**src/rtl/l2_stream_pointer.sv**
```systemverilog
// L2 stream buffer pointer/credit controller: prefetches cache lines after a functional
// reset, serves L1 reads from URAM and refills every consumed slot.
//
// state  | meaning
// IDLE   | after hardware reset; no requests, reads blocked, responses refused
// DRAIN  | swallow outstanding responses, then clear read pointer and line count
// ACK    | report functional reset completion until accepted
// ACTIVE | prefetch/refill lines and serve reads
`timescale 1ns/1ps

module l2_stream_pointer #(
   parameter int l2_ncl       = 256,
   parameter int l2_ncl_width = $clog2(l2_ncl)
) (
   input  logic                    clk,
   input  logic                    reset,
   input  logic                    i_rst_v,
   output logic                    i_rst_r,
   output logic                    o_rst_v,
   input  logic                    o_rst_r,
   input  logic                    i_rd_v,
   output logic                    i_rd_r,
   output logic                    o_addr_v,
   input  logic                    o_addr_r,
   output logic [l2_ncl_width-1:0] o_addr_ptr,
   output logic                    o_req_v,
   input  logic                    o_req_r,
   input  logic                    i_rsp_v,
   output logic                    i_rsp_r
);

   localparam int CW = l2_ncl_width + 1;
   localparam logic [CW-1:0] NCL = CW'(l2_ncl);

   typedef enum logic [1:0] {IDLE, DRAIN, ACK, ACTIVE} state_t;

   state_t                  r_state;
   state_t                  w_state_nxt;
   logic [l2_ncl_width-1:0] r_rd_ptr;
   logic [CW-1:0]           r_valid_cnt;
   logic [CW-1:0]           r_infl_cnt;

   logic [CW-1:0]           w_free;
   logic                    w_valid_nz;
   logic                    w_infl_nz;
   logic                    w_req_fire;
   logic                    w_rsp_fire;
   logic                    w_rd_fire;
   logic                    w_rsp_to_buf;
   logic                    w_drain_done;

   assign w_free     = NCL - r_valid_cnt - r_infl_cnt;
   assign w_valid_nz = (r_valid_cnt != '0);
   assign w_infl_nz  = (r_infl_cnt != '0);
   assign o_addr_ptr = r_rd_ptr;

   always_comb begin
      w_state_nxt = r_state;
      i_rst_r     = 1'b0;
      o_rst_v     = 1'b0;
      o_req_v     = 1'b0;
      i_rsp_r     = 1'b0;
      o_addr_v    = 1'b0;
      i_rd_r      = 1'b0;
      case (r_state)
         IDLE: begin
            i_rst_r = 1'b1;
            if (i_rst_v) w_state_nxt = DRAIN;
         end
         DRAIN: begin
            i_rsp_r = 1'b1;
            if (!w_infl_nz) w_state_nxt = ACK;
         end
         ACK: begin
            o_rst_v = 1'b1;
            if (o_rst_r) w_state_nxt = ACTIVE;
         end
         ACTIVE: begin
            i_rst_r = 1'b1;
            i_rsp_r = w_infl_nz;
            // a pending stream reset freezes new requests and reads in its own cycle
            if (i_rst_v) begin
               w_state_nxt = DRAIN;
            end else begin
               o_req_v  = (w_free != '0);
               o_addr_v = i_rd_v & w_valid_nz;
               i_rd_r   = o_addr_r & w_valid_nz;
            end
         end
         default: w_state_nxt = IDLE;
      endcase
   end

   assign w_req_fire   = o_req_v & o_req_r;
   assign w_rsp_fire   = i_rsp_v & i_rsp_r & w_infl_nz;
   assign w_rd_fire    = i_rd_v & i_rd_r;
   assign w_rsp_to_buf = w_rsp_fire & (r_state == ACTIVE);
   assign w_drain_done = (r_state == DRAIN) & ~w_infl_nz;

   always_ff @(posedge clk or negedge reset) begin
      if (!reset) begin
         r_state     <= IDLE;
         r_rd_ptr    <= '0;
         r_valid_cnt <= '0;
         r_infl_cnt  <= '0;
      end else begin
         r_state    <= w_state_nxt;
         r_infl_cnt <= r_infl_cnt + CW'(w_req_fire) - CW'(w_rsp_fire);
         if (w_drain_done) begin
            r_rd_ptr    <= '0;
            r_valid_cnt <= '0;
         end else begin
            if (w_rd_fire) r_rd_ptr <= r_rd_ptr + l2_ncl_width'(1);
            r_valid_cnt <= r_valid_cnt + CW'(w_rsp_to_buf) - CW'(w_rd_fire);
         end
      end
   end

endmodule

```
**config.mk**
```make
export PLATFORM = sky130hd
export DESIGN_NAME = l2_stream_pointer
export DESIGN_NICKNAME = d
export VERILOG_FILES = /design/src/rtl/l2_stream_pointer.sv
export SDC_FILE = /design/constraint.sdc
export NUM_CORES = 1
export LEC_CHECK = 0
export ABC_AREA = 1
export CORE_MARGIN = 1
export CORE_UTILIZATION = 55
export CTS_BUF_LIST = sky130_fd_sc_hd__clkbuf_16
export DETAILED_ROUTE_END_ITERATION = 16
export DONT_BUFFER_PORTS = 1
export PLACE_DENSITY = 0.71
export SLEW_MARGIN = 20
export SYNTH_ARGS = -nofsm -noshare
export SYNTH_HDL_FRONTEND = slang
export SYNTH_SLANG_ARGS = --single-unit
```
**constraint.sdc**
```tcl
create_clock -name clk -period 4.99 [get_ports clk]
set_input_delay 0.7485 -clock clk [delete_from_list [all_inputs] [get_ports clk]]
set_output_delay 0.7485 -clock clk [all_outputs]
set_load 0.005 [all_outputs]
```
=== After elaboration in Yosys (flattened, before gate mapping) ===
Index checks and enable logic that the tools add are counted.

* Add/subtract/negate cells: 7
* Equality and inequality tests: 6
* Mux-type cells: 16
* Bitwise logic cells: 9
* Reductions and logical operators: 7

{| class="wikitable"
|+ Operators with widths
! cell !! number
|-
| $reduce_bool 9->1 || 3
|-
| $add 9x1->9 || 2
|-
| $sub 9x1->9 || 2
|-
| $mux 8 || 2
|-
| $mux 9 || 1
|-
| $sub 9x9->9 || 1
|-
| $sub 9x9->9 const A || 1
|-
| $add 8x1->8 const B || 1
|-
| $and 1x1->1 || 8
|-
| $mux 1 || 8
|-
| $mux 2 || 3
|-
| $pmux 2 s3 || 1
|-
| $eq 2x2->1 const B || 2
|-
| $ne 2x2->1 const B || 2
|-
| $reduce_and 3->1 || 1
|-
| $eq 2x1->1 const B || 1
|-
| $logic_not 2->1 || 1
|-
| $ne 2x1->1 const B || 1
|-
| $pmux 1 s2 || 1
|-
| $reduce_bool 2->1 || 1
|-
| $reduce_or 2->1 || 1
|-
| $not 1->1 || 1
|}

* Register bits: 28
* Bits of input ports: 8
* Output and inout port bits: 14

=== Longest topological paths before layout ===
* Depth in word-level cells: 8
* Gate-level depth with buffers: 24
* Mapped depth without buffers: 24

=== Least setup slack after synthesis ===
No wires, ideal clock.

* Kind: reg-to-reg
* Start point: register r_valid_cnt[1]
* End point: register r_infl_cnt[6]
* Arrival: 3.421 ns
* Required time: 4.911 ns
* Slack: 1.490 ns
* Stages on the path, launching flop included: 23
* Path buffers: 0
* Period minus slack after synthesis: 3.500 ns
* Cell sequence: dfrtp_1 ha_1 inv_1 ha_1 inv_1 fa_1 nor3b_1 nand2_1 nand3b_1 nor2_1 nand3_1 nand3_1 ha_1 inv_1 ha_1 inv_1 fa_1 o21ai_2 nand2_1 nand2_1 nand2_1 nand2_1 xor2_1

* Cells in the longest elaborated chain, start to end: 8

{| class="wikitable"
|+ RTL lines
! element !! line !! source
|-
| from (decl) || 40 || <nowiki>logic [CW-1:0] r_valid_cnt;</nowiki>
|-
| from (signal assigned) || 114 || <nowiki>r_valid_cnt <= r_valid_cnt + CW'(w_rsp_to_buf) - CW'(w_rd_fire);</nowiki>
|-
| $sub 9x9->9 (2 in series) || 52 || <nowiki>assign w_free = NCL - r_valid_cnt - r_infl_cnt;</nowiki>
|-
| $reduce_bool 9->1 || 85 || <nowiki>o_req_v = (w_free != '0);</nowiki>
|-
| $mux 1 || 82 || <nowiki>if (i_rst_v) begin</nowiki>
|-
| $mux 1 || 65 || <nowiki>case (r_state)</nowiki>
|-
| $and 1x1->1 || 94 || <nowiki>assign w_req_fire = o_req_v & o_req_r;</nowiki>
|-
| $add 9x1->9 || 108 || <nowiki>r_infl_cnt <= r_infl_cnt + CW'(w_req_fire) - CW'(w_rsp_fire);</nowiki>
|-
| $sub 9x1->9 || 108 ||
|-
| to (signal assigned) || 108 ||
|-
| to (decl) || 41 || <nowiki>logic [CW-1:0] r_infl_cnt;</nowiki>
|}

Every way passes these cells.
A chain may end at the register's enable or synchronous reset.

=== Worst setup path in the final report ===
Same ends and word-level chain as after synthesis.

==> impl_metrics.toml <==
[route]
avgViaCountPerCell = 5.282
drt-wirelength-per-cell_um = 12.63
first_pass_iters = 4
drc = 0
ant_nets = 0
postRouteWirelength_um = 5203
drt_iter0_drc = 96
num_vias = 2176

[clocking]
cts.sinks = 28
tritoncts = "done"
htreeDepth = 1
root_buffer = "clkbuf_16"
numCtsBuffers = 3
clock_latency_ns = 0.27
cts_resized = 0
cts.clk_slew.worst_paths_ns = 0.08
post-cts-setup-buffers = 0
holdBufCountCts = 0
cts_buffer_depth = 2

[logic_synthesis]
ys.flop_type = "dfrtp_1"
synth_top_area_share_pct = 26.25
netlist_top_cells_count = "inv_1 (78), nand2_1 (71), ha_1 (44)"
synth_cell_types = 33
synth_seq_cells = 28
avgSynthCellArea_sq_um = 7.476
async_flop_share_pct = 100.0
synthCells = 357
synth-edff-count = 0
synth-seq-area-share_pct = 26.25
synth_nets = 412
yosysMostFrequentCell = "inv_1"
yosysWarnings = 0
syn_area_sq_mm = 0.002669
synth_area_leader_cell = "dfrtp_1"
ys_top_cells_by_area = "dfrtp_1 (26%), ha_1 (21%), inv_1 (11%), nand2_1 (10%), nand3_1 (5.4%)"

[floorplan]
io_pins = 22
die_y_um = 71.66
core_sq_mm = 0.004504
die-area_sq_mm = 0.005135
die_w_um = 71.66
start_util_pct = 59.25
num_rows = 24

[sta]
slew_viol_final = 0
tightest_slew_ns = 0.2934
finalHoldViolations = 0
min_period_ns = 3.860
fmax_mhz = 259.1
fin_crit_sh_pct = 77.35
slew_headroom_pct = 80.35
fin_skew_ns = 0.003182
hold_ws_ns = 0.1647
tns_ns = 0
setup_viol = 0
grt_setup_unrepaired = "no"

[cells_and_area]
final_util_pct = 62.78
fillCellCount = 408
syn_to_final_growth_pct = 5.954
nNetsFinal = 416
antenna_cells = 0
drive_above_1_share_pct = 5.833

[min_path]
hp-class = "in2async"

[worst_setup_path]
slowest_delay_ns = 0.47
critPathMaxFanout = 5
cp_num_buf_inv = 4
crit_chain = "ha_1, inv_1, ha_1, inv_1, fa_1, nor3b_1, nand2_1, nand3b_1, nor2_1, nand3_1, nand3_1, ha_1, inv_1, ha_1, inv_1, fa_1, o21ai_2, nand2_1, nand2_1, nand2_1, nand2_1, xor2_1"
cp.required_ns = 5.19
crit_top_cell = "nand2_1"
cp-end-kind = "flip-flop"
critPathLaunchType = "flip-flop"
critPathArrivalTime_ns = 4.06
critPathKind = "reg2reg"
cpMaxStageDelayCell = "fa_1"
crit_family = "adder cells"

[run_status]
run_status = "completed"

[grt]
overflow = 0
grt_max_degree = 29
grt_antenna_before_repair = 0
grt_pass1_wl_um = 9183
grt_pass1_vias = 2109
track_usage_pct = 22.69

[run]
drv_cap = 0

[placed_design]
port_buffers = 0
gp_congestion = 0.8884
dp_hpwl_um = 4104
## per-layer routing
layer | up-vias | GRT usage [%] | part of all wire (%)
met5 | - | 0 | 0
met4 | 0 | 6.536 | 1.8
met3 | 9 | 2.954 | 4.6
met2 | 56 | 39.31 | 46
met1 | 974 | 29.66 | 48
li1 | 1137 | - | -
## metrics by stage
step / setup WS (ns) / instances / instance area [sq um]
3_3_place_gp: 1.299 / 408 / 2723
6_report: 1.130 / 412 / 2828
3_5_place_dp: 1.166 / 408 / 2723
5_1_grt: 0.7962 / 412 / 2828
4_1_cts: 1.116 / 412 / 2828
2_1_floorplan: 1.490 / 357 / 2669
## layout by cell type (no fill, tap or decap), types with 2 or more instances in the layout
| cell type | n |
|---|---|
| a21o_1 | 2 |
| a21oi_1 | 14 |
| a31oi_1 | 2 |
| clkbuf_16 | 3 |
| dfrtp_1 | 28 |
| fa_1 | 3 |
| ha_1 | 44 |
| inv_1 | 78 |
| inv_2 | 2 |
| nand2_1 | 71 |
| nand3_1 | 29 |
| nand4_1 | 9 |
| nor2_1 | 23 |
| nor3_1 | 3 |
| o21ai_0 | 10 |
| o21ai_1 | 3 |
| o21ai_2 | 5 |
| o21bai_1 | 2 |
| or2_2 | 2 |
| xnor2_1 | 3 |
| xor2_1 | 11 |
## flip-flops by register name, indices dropped and copies added, names as in the netlist
name and cells:
r_valid_cnt 9, r_infl_cnt 9, r_state 2, o_addr_ptr 8
## final cells by class
type                    instances  area, sq um  area share [%]
clock buffers                   3        75.07           2.655
clock inverters                 1        30.03           1.062
inverters                      82        310.3           10.97
multi-input cells             246         1647           58.23
flip-flops and latches         28        700.7           24.78
well taps                      52        65.06           2.301
## cell families (layout without fill, tap and decap cells)
kind of cell,Yosys count,count (layout),synth area share (%)
simple gates,146,146,25.64
buf+inv,83,86,12.05
fa+ha+maj,47,47,22.88
compound gates,39,39,8.579
flops,28,28,26.25
xor+xnor,14,14,4.595
## worst reg2reg max path, stage by stage (launching register included)
cell	delay, ns
dfrtp_1	0.45
ha_1	0.32
inv_1	0.06
ha_1	0.18
inv_1	0.06
fa_1	0.47
nor3b_1	0.17
nand2_1	0.07
nand3b_1	0.16
nor2_1	0.10
nand3_1	0.10
nand3_1	0.09
ha_1	0.23
inv_1	0.06
ha_1	0.17
inv_1	0.06
fa_1	0.42
o21ai_2	0.22
nand2_1	0.07
nand2_1	0.06
nand2_1	0.05
nand2_1	0.06
xor2_1	0.13
## path summary, 6_finish.rpt
kind | from | endpoint | slack, ns | cells after the start
worst min-delay path | reset | r_infl_cnt[7] | 0.16 | 0
max in group asynchronous | reset | o_addr_ptr[0] | 4.75 | 0
worst max register to register | r_valid_cnt[1] | r_infl_cnt[6] | 1.13 | 22
min in group clk | r_infl_cnt[0] | r_infl_cnt[0] | 0.52 | 1
worst min register to register | r_infl_cnt[0] | r_infl_cnt[0] | 0.52 | 1
worst max-delay path | r_valid_cnt[1] | r_infl_cnt[6] | 1.13 | 22
Power is not shown: default switching activity piles up to over one toggle a cycle in this logic, so the estimate is an artifact.
